===== config.mk =====
export PLATFORM = sky130hd
export DESIGN_NAME = c499_sec_flat
export DESIGN_NICKNAME = d
export VERILOG_FILES = /design/src/rtl/c499_sec_pkg.sv /design/src/rtl/c499_sec_if.sv /design/src/rtl/c499_sec_syndrome.sv /design/src/rtl/c499_sec.sv /design/src/flat_wrapper.sv
export SDC_FILE = /design/constraint.sdc
export NUM_CORES = 1
export LEC_CHECK = 0
export ABC_AREA = 1
export BUFFER_PORTS_ARGS = -buffer_cell sky130_fd_sc_hd__buf_4
export CAP_MARGIN = 20
export CORE_MARGIN = 5
export CORE_UTILIZATION = 60
export CTS_CLUSTER_DIAMETER = 30
export DETAILED_ROUTE_END_ITERATION = 6
export GPL_TIMING_DRIVEN = 1
export PLACE_DENSITY = 0.87
export SLEW_MARGIN = 20
export SYNTH_ARGS = -nofsm -noshare
export SYNTH_HDL_FRONTEND = slang
export SYNTH_SLANG_ARGS = --single-unit

===== constraint.sdc =====
create_clock -name clk -period 0.8 [get_ports clk]
set_clock_uncertainty 0.15 [all_clocks]
set_input_delay 0.04 -clock clk [delete_from_list [all_inputs] [get_ports clk]]
set_output_delay 0.04 -clock clk [all_outputs]
set_load 0.01 [all_outputs]

===== src/rtl/c499_sec_pkg.sv =====
// c499_sec_pkg: shared constants, types and helpers for the c499-style
// 32-bit single-error-correcting decoder.
//   DATA_W / CHK_W : fixed data and check widths
//   syndrome_t     : 8-bit syndrome type
//   h_col(i)       : Hamming H-matrix column for data bit i
//   parity32(d)    : even parity over a 32-bit word
package c499_sec_pkg;

  localparam int DATA_W = 32;
  localparam int CHK_W  = 8;

  typedef logic [CHK_W-1:0] syndrome_t;

  // Column for data bit i: upper nibble one-hot on the byte group, lower
  // nibble a unit vector for k<4 or an inverted unit vector for k>=4, so no
  // column is zero, a unit vector, or a duplicate.
  function automatic syndrome_t h_col(input int unsigned i);
    logic [3:0]  hi;
    logic [3:0]  lo;
    int unsigned k;
    k  = i % 32'd8;
    hi = 4'b0001 << (i / 32'd8);
    if (k < 32'd4) begin
      lo = 4'b0001 << k;
    end else begin
      lo = 4'hF ^ (4'b0001 << (k - 32'd4));
    end
    return {hi, lo};
  endfunction

  function automatic logic parity32(input logic [DATA_W-1:0] d);
    return ^d;
  endfunction

endpackage


===== src/rtl/c499_sec_if.sv =====
// c499_sec_if: bit-level bus of the c499 decoder, keeping the benchmark's
// net names.
//   N1..N125 (step 4) : data bits ID0..ID31
//   N129..N136        : check bits IC0..IC7
//   N137              : correction enable R
//   N724..N755        : corrected data OD0..OD31
// master = stimulus side, slave = decoder side.
interface c499_sec_if;
  import c499_sec_pkg::*;

  logic N1, N5, N9, N13, N17, N21, N25, N29;
  logic N33, N37, N41, N45, N49, N53, N57, N61;
  logic N65, N69, N73, N77, N81, N85, N89, N93;
  logic N97, N101, N105, N109, N113, N117, N121, N125;
  logic N129, N130, N131, N132, N133, N134, N135, N136;
  logic N137;
  logic N724, N725, N726, N727, N728, N729, N730, N731;
  logic N732, N733, N734, N735, N736, N737, N738, N739;
  logic N740, N741, N742, N743, N744, N745, N746, N747;
  logic N748, N749, N750, N751, N752, N753, N754, N755;

  modport master (
    output N1, N5, N9, N13, N17, N21, N25, N29,
           N33, N37, N41, N45, N49, N53, N57, N61,
           N65, N69, N73, N77, N81, N85, N89, N93,
           N97, N101, N105, N109, N113, N117, N121, N125,
           N129, N130, N131, N132, N133, N134, N135, N136, N137,
    input  N724, N725, N726, N727, N728, N729, N730, N731,
           N732, N733, N734, N735, N736, N737, N738, N739,
           N740, N741, N742, N743, N744, N745, N746, N747,
           N748, N749, N750, N751, N752, N753, N754, N755
  );

  modport slave (
    input  N1, N5, N9, N13, N17, N21, N25, N29,
           N33, N37, N41, N45, N49, N53, N57, N61,
           N65, N69, N73, N77, N81, N85, N89, N93,
           N97, N101, N105, N109, N113, N117, N121, N125,
           N129, N130, N131, N132, N133, N134, N135, N136, N137,
    output N724, N725, N726, N727, N728, N729, N730, N731,
           N732, N733, N734, N735, N736, N737, N738, N739,
           N740, N741, N742, N743, N744, N745, N746, N747,
           N748, N749, N750, N751, N752, N753, N754, N755
  );

endinterface


===== src/rtl/c499_sec_syndrome.sv =====
// c499_sec_syndrome: pure combinational XOR tree producing the effective
// syndrome.
//   i_id [31:0] : data word
//   i_ic [7:0]  : stored check bits
//   i_r         : correction enable
//   o_se [7:0]  : effective syndrome (zero when i_r is low)
module c499_sec_syndrome
  import c499_sec_pkg::*;
(
  input  logic [DATA_W-1:0] i_id,
  input  logic [CHK_W-1:0]  i_ic,
  input  logic              i_r,
  output syndrome_t         o_se
);

  syndrome_t w_s;

  // Each set data bit folds its H column into the stored check bits.
  always_comb begin
    syndrome_t w_col;
    w_s = i_ic;
    for (int unsigned i = 0; i < DATA_W; i++) begin
      w_col = h_col(i);
      w_s   = w_s ^ (w_col & {CHK_W{i_id[i]}});
    end
  end

  // Gate the syndrome with the enable.
  always_comb begin
    if (i_r) begin
      o_se = w_s;
    end else begin
      o_se = 8'h00;
    end
  end

endmodule


===== src/rtl/c499_sec.sv =====
// c499_sec: registered 32-bit SEC decoder.
//   clk    : rising-edge clock for the output register
//   rst_n  : asynchronous active-low reset, clears outputs
//   bus    : c499_sec_if.slave (data, check bits, enable in; corrected data out)
// Output = data XOR (one-hot match of syndrome against H columns), registered.
module c499_sec
  import c499_sec_pkg::*;
(
  input  logic       clk,
  input  logic       rst_n,
  c499_sec_if.slave  bus
);

  logic [DATA_W-1:0] w_id;
  logic [CHK_W-1:0]  w_ic;
  syndrome_t         w_se;
  logic [DATA_W-1:0] w_flip;
  logic [DATA_W-1:0] w_od_next;
  logic [DATA_W-1:0] r_od;

  assign w_id = {bus.N125, bus.N121, bus.N117, bus.N113, bus.N109, bus.N105, bus.N101, bus.N97,
                 bus.N93,  bus.N89,  bus.N85,  bus.N81,  bus.N77,  bus.N73,  bus.N69,  bus.N65,
                 bus.N61,  bus.N57,  bus.N53,  bus.N49,  bus.N45,  bus.N41,  bus.N37,  bus.N33,
                 bus.N29,  bus.N25,  bus.N21,  bus.N17,  bus.N13,  bus.N9,   bus.N5,   bus.N1};
  assign w_ic = {bus.N136, bus.N135, bus.N134, bus.N133, bus.N132, bus.N131, bus.N130, bus.N129};

  c499_sec_syndrome u_syndrome (
    .i_id (w_id),
    .i_ic (w_ic),
    .i_r  (bus.N137),
    .o_se (w_se)
  );

  // Column match: zero, unit-vector and unmatched syndromes hit no column,
  // so the data passes through untouched in those cases.
  always_comb begin
    for (int unsigned i = 0; i < DATA_W; i++) begin
      w_flip[i] = (w_se == h_col(i));
    end
  end

  assign w_od_next = w_id ^ w_flip;

  // Output register with asynchronous clear.
  always_ff @(posedge clk or negedge rst_n) begin
    if (!rst_n) begin
      r_od <= 32'h0000_0000;
    end else begin
      r_od <= w_od_next;
    end
  end

  assign {bus.N755, bus.N754, bus.N753, bus.N752, bus.N751, bus.N750, bus.N749, bus.N748,
          bus.N747, bus.N746, bus.N745, bus.N744, bus.N743, bus.N742, bus.N741, bus.N740,
          bus.N739, bus.N738, bus.N737, bus.N736, bus.N735, bus.N734, bus.N733, bus.N732,
          bus.N731, bus.N730, bus.N729, bus.N728, bus.N727, bus.N726, bus.N725, bus.N724} = r_od;

endmodule


===== src/flat_wrapper.sv =====
// flat-port wrapper written by rule: the top's interface ports become plain ports
module c499_sec_flat import c499_sec_pkg::*;
  (clk, rst_n, bus_N1, bus_N5, bus_N9, bus_N13, bus_N17, bus_N21, bus_N25, bus_N29, bus_N33, bus_N37, bus_N41, bus_N45, bus_N49, bus_N53, bus_N57, bus_N61, bus_N65, bus_N69, bus_N73, bus_N77, bus_N81, bus_N85, bus_N89, bus_N93, bus_N97, bus_N101, bus_N105, bus_N109, bus_N113, bus_N117, bus_N121, bus_N125, bus_N129, bus_N130, bus_N131, bus_N132, bus_N133, bus_N134, bus_N135, bus_N136, bus_N137, bus_N724, bus_N725, bus_N726, bus_N727, bus_N728, bus_N729, bus_N730, bus_N731, bus_N732, bus_N733, bus_N734, bus_N735, bus_N736, bus_N737, bus_N738, bus_N739, bus_N740, bus_N741, bus_N742, bus_N743, bus_N744, bus_N745, bus_N746, bus_N747, bus_N748, bus_N749, bus_N750, bus_N751, bus_N752, bus_N753, bus_N754, bus_N755);
  c499_sec_if bus_i ();
  input  logic clk;
  input  logic rst_n;
  input wire logic [$bits(bus_i.N1)-1:0] bus_N1;
  input wire logic [$bits(bus_i.N5)-1:0] bus_N5;
  input wire logic [$bits(bus_i.N9)-1:0] bus_N9;
  input wire logic [$bits(bus_i.N13)-1:0] bus_N13;
  input wire logic [$bits(bus_i.N17)-1:0] bus_N17;
  input wire logic [$bits(bus_i.N21)-1:0] bus_N21;
  input wire logic [$bits(bus_i.N25)-1:0] bus_N25;
  input wire logic [$bits(bus_i.N29)-1:0] bus_N29;
  input wire logic [$bits(bus_i.N33)-1:0] bus_N33;
  input wire logic [$bits(bus_i.N37)-1:0] bus_N37;
  input wire logic [$bits(bus_i.N41)-1:0] bus_N41;
  input wire logic [$bits(bus_i.N45)-1:0] bus_N45;
  input wire logic [$bits(bus_i.N49)-1:0] bus_N49;
  input wire logic [$bits(bus_i.N53)-1:0] bus_N53;
  input wire logic [$bits(bus_i.N57)-1:0] bus_N57;
  input wire logic [$bits(bus_i.N61)-1:0] bus_N61;
  input wire logic [$bits(bus_i.N65)-1:0] bus_N65;
  input wire logic [$bits(bus_i.N69)-1:0] bus_N69;
  input wire logic [$bits(bus_i.N73)-1:0] bus_N73;
  input wire logic [$bits(bus_i.N77)-1:0] bus_N77;
  input wire logic [$bits(bus_i.N81)-1:0] bus_N81;
  input wire logic [$bits(bus_i.N85)-1:0] bus_N85;
  input wire logic [$bits(bus_i.N89)-1:0] bus_N89;
  input wire logic [$bits(bus_i.N93)-1:0] bus_N93;
  input wire logic [$bits(bus_i.N97)-1:0] bus_N97;
  input wire logic [$bits(bus_i.N101)-1:0] bus_N101;
  input wire logic [$bits(bus_i.N105)-1:0] bus_N105;
  input wire logic [$bits(bus_i.N109)-1:0] bus_N109;
  input wire logic [$bits(bus_i.N113)-1:0] bus_N113;
  input wire logic [$bits(bus_i.N117)-1:0] bus_N117;
  input wire logic [$bits(bus_i.N121)-1:0] bus_N121;
  input wire logic [$bits(bus_i.N125)-1:0] bus_N125;
  input wire logic [$bits(bus_i.N129)-1:0] bus_N129;
  input wire logic [$bits(bus_i.N130)-1:0] bus_N130;
  input wire logic [$bits(bus_i.N131)-1:0] bus_N131;
  input wire logic [$bits(bus_i.N132)-1:0] bus_N132;
  input wire logic [$bits(bus_i.N133)-1:0] bus_N133;
  input wire logic [$bits(bus_i.N134)-1:0] bus_N134;
  input wire logic [$bits(bus_i.N135)-1:0] bus_N135;
  input wire logic [$bits(bus_i.N136)-1:0] bus_N136;
  input wire logic [$bits(bus_i.N137)-1:0] bus_N137;
  output wire logic [$bits(bus_i.N724)-1:0] bus_N724;
  output wire logic [$bits(bus_i.N725)-1:0] bus_N725;
  output wire logic [$bits(bus_i.N726)-1:0] bus_N726;
  output wire logic [$bits(bus_i.N727)-1:0] bus_N727;
  output wire logic [$bits(bus_i.N728)-1:0] bus_N728;
  output wire logic [$bits(bus_i.N729)-1:0] bus_N729;
  output wire logic [$bits(bus_i.N730)-1:0] bus_N730;
  output wire logic [$bits(bus_i.N731)-1:0] bus_N731;
  output wire logic [$bits(bus_i.N732)-1:0] bus_N732;
  output wire logic [$bits(bus_i.N733)-1:0] bus_N733;
  output wire logic [$bits(bus_i.N734)-1:0] bus_N734;
  output wire logic [$bits(bus_i.N735)-1:0] bus_N735;
  output wire logic [$bits(bus_i.N736)-1:0] bus_N736;
  output wire logic [$bits(bus_i.N737)-1:0] bus_N737;
  output wire logic [$bits(bus_i.N738)-1:0] bus_N738;
  output wire logic [$bits(bus_i.N739)-1:0] bus_N739;
  output wire logic [$bits(bus_i.N740)-1:0] bus_N740;
  output wire logic [$bits(bus_i.N741)-1:0] bus_N741;
  output wire logic [$bits(bus_i.N742)-1:0] bus_N742;
  output wire logic [$bits(bus_i.N743)-1:0] bus_N743;
  output wire logic [$bits(bus_i.N744)-1:0] bus_N744;
  output wire logic [$bits(bus_i.N745)-1:0] bus_N745;
  output wire logic [$bits(bus_i.N746)-1:0] bus_N746;
  output wire logic [$bits(bus_i.N747)-1:0] bus_N747;
  output wire logic [$bits(bus_i.N748)-1:0] bus_N748;
  output wire logic [$bits(bus_i.N749)-1:0] bus_N749;
  output wire logic [$bits(bus_i.N750)-1:0] bus_N750;
  output wire logic [$bits(bus_i.N751)-1:0] bus_N751;
  output wire logic [$bits(bus_i.N752)-1:0] bus_N752;
  output wire logic [$bits(bus_i.N753)-1:0] bus_N753;
  output wire logic [$bits(bus_i.N754)-1:0] bus_N754;
  output wire logic [$bits(bus_i.N755)-1:0] bus_N755;
  assign bus_i.N1 = bus_N1;
  assign bus_i.N5 = bus_N5;
  assign bus_i.N9 = bus_N9;
  assign bus_i.N13 = bus_N13;
  assign bus_i.N17 = bus_N17;
  assign bus_i.N21 = bus_N21;
  assign bus_i.N25 = bus_N25;
  assign bus_i.N29 = bus_N29;
  assign bus_i.N33 = bus_N33;
  assign bus_i.N37 = bus_N37;
  assign bus_i.N41 = bus_N41;
  assign bus_i.N45 = bus_N45;
  assign bus_i.N49 = bus_N49;
  assign bus_i.N53 = bus_N53;
  assign bus_i.N57 = bus_N57;
  assign bus_i.N61 = bus_N61;
  assign bus_i.N65 = bus_N65;
  assign bus_i.N69 = bus_N69;
  assign bus_i.N73 = bus_N73;
  assign bus_i.N77 = bus_N77;
  assign bus_i.N81 = bus_N81;
  assign bus_i.N85 = bus_N85;
  assign bus_i.N89 = bus_N89;
  assign bus_i.N93 = bus_N93;
  assign bus_i.N97 = bus_N97;
  assign bus_i.N101 = bus_N101;
  assign bus_i.N105 = bus_N105;
  assign bus_i.N109 = bus_N109;
  assign bus_i.N113 = bus_N113;
  assign bus_i.N117 = bus_N117;
  assign bus_i.N121 = bus_N121;
  assign bus_i.N125 = bus_N125;
  assign bus_i.N129 = bus_N129;
  assign bus_i.N130 = bus_N130;
  assign bus_i.N131 = bus_N131;
  assign bus_i.N132 = bus_N132;
  assign bus_i.N133 = bus_N133;
  assign bus_i.N134 = bus_N134;
  assign bus_i.N135 = bus_N135;
  assign bus_i.N136 = bus_N136;
  assign bus_i.N137 = bus_N137;
  assign bus_N724 = bus_i.N724;
  assign bus_N725 = bus_i.N725;
  assign bus_N726 = bus_i.N726;
  assign bus_N727 = bus_i.N727;
  assign bus_N728 = bus_i.N728;
  assign bus_N729 = bus_i.N729;
  assign bus_N730 = bus_i.N730;
  assign bus_N731 = bus_i.N731;
  assign bus_N732 = bus_i.N732;
  assign bus_N733 = bus_i.N733;
  assign bus_N734 = bus_i.N734;
  assign bus_N735 = bus_i.N735;
  assign bus_N736 = bus_i.N736;
  assign bus_N737 = bus_i.N737;
  assign bus_N738 = bus_i.N738;
  assign bus_N739 = bus_i.N739;
  assign bus_N740 = bus_i.N740;
  assign bus_N741 = bus_i.N741;
  assign bus_N742 = bus_i.N742;
  assign bus_N743 = bus_i.N743;
  assign bus_N744 = bus_i.N744;
  assign bus_N745 = bus_i.N745;
  assign bus_N746 = bus_i.N746;
  assign bus_N747 = bus_i.N747;
  assign bus_N748 = bus_i.N748;
  assign bus_N749 = bus_i.N749;
  assign bus_N750 = bus_i.N750;
  assign bus_N751 = bus_i.N751;
  assign bus_N752 = bus_i.N752;
  assign bus_N753 = bus_i.N753;
  assign bus_N754 = bus_i.N754;
  assign bus_N755 = bus_i.N755;
  c499_sec u_core (.clk(clk), .rst_n(rst_n), .bus(bus_i));
endmodule

==> run summary, run 1 <==
CTS max path bufs - 2
Post-Syn Area - 3440 um2
ys flop type - dfrtp_1
Simple-Gate Fraction of Synth Area - 58.9%
GP Congestion - 1.00
Synth Register Bits - 32
Error - [ERROR DPL-0038] Utilization greater than 100%, impossible to legalize
mux cell area share after synthesis - 0%
Resized Gates After CTS - 227
syn nets - 637
EDFF count, synth - 0
top-count cell post-synth - nand2_1
outcome - stopped before the end
complex-gate fraction of the synthesized area - 0.728%
total I/O pin count - 75
DP HPWL - 9920 um
largest area contributor in the synthesized netlist - nand2_1
# clock sinks - 32
clk root buf - clkbuf_8
fraction of registers with async set/reset - 100%
PortBufs - 74
Yosys Warn Count - 0
average size of a mapped cell - 5.79 um2
post-synthesis sequential area ratio - 23.3%
Initial Utilization - 62.1%
die span in x - 85.7 um
Synth area leaders - nand2_1 (32%), dfrtp_1 (23%), nand3_1 (11%), inv_1 (6.3%), nand4_1 (5.5%)
top cells by count, synth - nand2_1 (295), nand3_1 (75), inv_1 (58), dfrtp_1 (32), nand4_1 (30)
cells after synthesis - 594
H-tree depth - 2
CTS Buf Count - 5
CTS Hold Bufs - 2
Die Ht - 85.7 um
post-CTS setup buffer count - 13
XOR/XNOR Fraction of Synth Area - 4.29%
FP Rows - 27
top cell type's share of synthesized area - 32.2%
largest family of logic cells by synthesized area - simple AND/OR/NAND/NOR gates
Exit stage - clock tree synthesis
Yosys cell types - 22
adder-cell share of the synthesized area - 0%
-- cells by family after synthesis --
group / after synthesis
AOI/OAI and AO/OA: 2
xor gates and xnor gates: 16
buffers and inverters: 92
DFF: 32
and+or+nand+nor: 452
-- through the flow --
stage / hold WS, ps / cells / cell area (um2) / setup WS, ps / setup TNS (ps)
floorplan: -406 / 594 / 3670 / -827 / -24730
global placement: -160 / 798 / 4760 / -1090 / -33030
detailed placement: -152 / 798 / 4760 / -1130 / -34720
==> run 2, diff against run 1 <==
CORE_UTILIZATION = 40   (was 60)
CTS_CLUSTER_DIAMETER = default   (was 30)
PLACE_DENSITY = default   (was 0.87)
PLACE_DENSITY_LB_ADDON = 0.15   (was default)
==> run summary, run 2 <==
syn nets - 637
most frequent cells in the layout - nand2_1 (215), nand2_2 (79), buf_4 (73)
H-tree depth - 2
Logic pwr share - 58.7%
vias in the first global route - 4,133
dpl cells - 827
DP HPWL - 9520 um
failing checks - negative hold slack, negative setup slack
via count - 4,506
largest area contributor in the synthesized netlist - nand2_1
mux cell area share after synthesis - 0%
placed instance area - 4770 um2
WL per Instance - 16.2 um
Initial Utilization - 41.4%
top-count cell post-synth - nand2_1
clk root buf - clkbuf_8
die span in x - 103 um
top cell type's share of synthesized area - 32.2%
Net Sw Power - 3.27 mW
Sw Ratio - 42.7%
largest family of logic cells by synthesized area - simple AND/OR/NAND/NOR gates
clock transition at the registers of the reported paths - 80 ps
adder-cell share of the synthesized area - 0%
top cells by count, synth - nand2_1 (295), nand3_1 (75), inv_1 (58), dfrtp_1 (32), nand4_1 (30)
GP Congestion - 0.900
DRC violations left - 0
WL final - 13,800 um
VDD IR max - 0.550 mV
PortBufs - 74
power per cell area - 1290 nW/um2
ys flop type - dfrtp_1
Yosys cell types - 22
CORE AREA - 8300 um2
area delta synth->final - 72.5%
critical path type - in -> reg
cells after synthesis - 594
Reg with most FFs - u_core.r_od
DR iter-0 viols - 261
XOR/XNOR Fraction of Synth Area - 4.29%
Worst Path Max Fanout - 8
P_int - 4.39 mW
grt ovf - 0
post-route cell area - 5930 um2
setup ws final - -833 ps
non-filler instance count after layout - 853
outcome - finished with violations
Total GRT Usage - 24.8%
number of flip-flops in the largest register - 32
Leakage - 3.09 nW
Seq pwr share - 23.0%
achievable frequency - 612 MHz
post-synthesis sequential area ratio - 23.3%
CTS Buf Count - 5
final hold violations - 19
Worst Path Arrival - 1650 ps
max-cap viol count - 0
# clock sinks - 32
RSZ-0062 raised after global routing - true
Routed Antenna Nets - 0
Setup WS pre-CTS - -1140 ps
number of nets in the layout - 791
Yosys Warn Count - 0
worst hold margin - -163 ps
# diodes - 0
die footprint - 10,600 um2
routed vias/inst - 5.28
EDFF count, synth - 0
Synth Register Bits - 32
Simple-Gate Fraction of Synth Area - 58.9%
Synth area leaders - nand2_1 (32%), dfrtp_1 (23%), nand3_1 (11%), inv_1 (6.3%), nand4_1 (5.5%)
CTS tree - built
complex-gate fraction of the synthesized area - 0.728%
Pins Over Slew Limit - 0
first-pass GRT wire length - 20,200 um
FP Rows - 33
Tmin final - 1630 ps
Setup crit end kind - flop
commonest non-fill, non-tap cell in the layout - nand2_1
share of cells above drive strength 1 - 48.4%
final setup fails - 64
CTS max path bufs - 2
initial antenna violation count - 0
Clk pwr share - 18.4%
total I/O pin count - 75
startpoint type of the worst setup path - primary input
pin count of the biggest net entering global routing - 33
fraction of registers with async set/reset - 100%
Pre-antenna DRT Iters - 4
WP data required - 810 ps
Post-Syn Area - 3440 um2
Tcrit/Tclk final - 204%
Rel. slew slack - 70.4%
average size of a mapped cell - 5.79 um2
HP Class - in -> reg
Top Registers - u_core.r_od (32)
Die Ht - 103 um
worst slew pin tran - 444 ps
## run 2: cell counts after synthesis
No cell type changed its count.
## run 2: worst paths after layout
check                                             to  cells past startpoint      from
min in group asynchronous   u_core.r_od[5]$_DFF_PN0_                      2     rst_n
min                        u_core.r_od[27]$_DFF_PN0_                      3  bus_N109
max in group asynchronous  u_core.r_od[19]$_DFF_PN0_                      2     rst_n
max                        u_core.r_od[14]$_DFF_PN0_                     18   bus_N21
## run 2: worst max-delay path: stages
cell and delay [ps]:
buf_6 120, inv_4 80, nand2_2 80, nand2_4 90, nand2_1 70, nand2_1 80, nand2_1 70, nand2_1 80
nand2_2 70, nand2_2 70, nand2_2 60, nand2_4 100, nand2_4 70, nor2_4 180, buf_12 160, nand3_4 70
nand2_2 70, nand2_2 60
## run 2: repair_timing
item	CTS	global route
resized for setup	132	103
hold buffers	7	2
gates cloned	3	2
pin swaps	41	60
buffers inserted	7	0
setup endpoints to repair	64	64
endpoints found under the hold margin	60	22
## run 2: metrics by stage
| stage | power [mW] | util, % | TNS [ps] |
|---|---|---|---|
| floorplan | 3.89 | - | -24730 |
| global placement | 5.04 | 57.4 | -33900 |
| detailed placement | 5.11 | 57.4 | -35100 |
| CTS | 7.18 | 66.8 | -28560 |
| global route | 8.04 | 71.5 | -34010 |
| finish | 7.65 | 71.5 | -30290 |
## run 2: area by class of cell
class                   instances  area [um2]
multi-input cells             470        2810
flip-flops and latches         32         801
repair inverters                1        7.51
well taps                     105         131
repair buffers                169        1790
fillers                       674        2360
inverters                      69         299
clock buffers                   7        96.3
## run 2: power groups by stage
stage	Clock [mW]	Sequential, mW	Combinational, mW
after CTS	1.42	1.76	4.00
after global routing	1.49	1.76	4.78
final	1.41	1.76	4.49
after detailed placement	0	1.77	3.34
after global placement	0	1.77	3.27
after floorplan	0	1.82	2.07
## run 2: kinds of logic (layout without fill, tap and decap cells)
family	count (synthesis)	in the layout
compound gates	2	2
xor+xnor	16	16
buf+inv	92	246
flops	32	32
simple gates	452	452
## run 2: metal layers
layer | share of wire, % | track usage [%] | up-vias | wire (um)
met2 | 48 | 41.5 | 228 | 6670
met3 | 8.9 | 3.18 | 36 | 1230
li1 | - | - | 2176 | -
met5 | 0 | 0 | - | 0
met4 | 2.9 | 9.46 | 0 | 400
met1 | 40 | 32.6 | 2066 | 5540
Power figures use the tool's default switching activity.
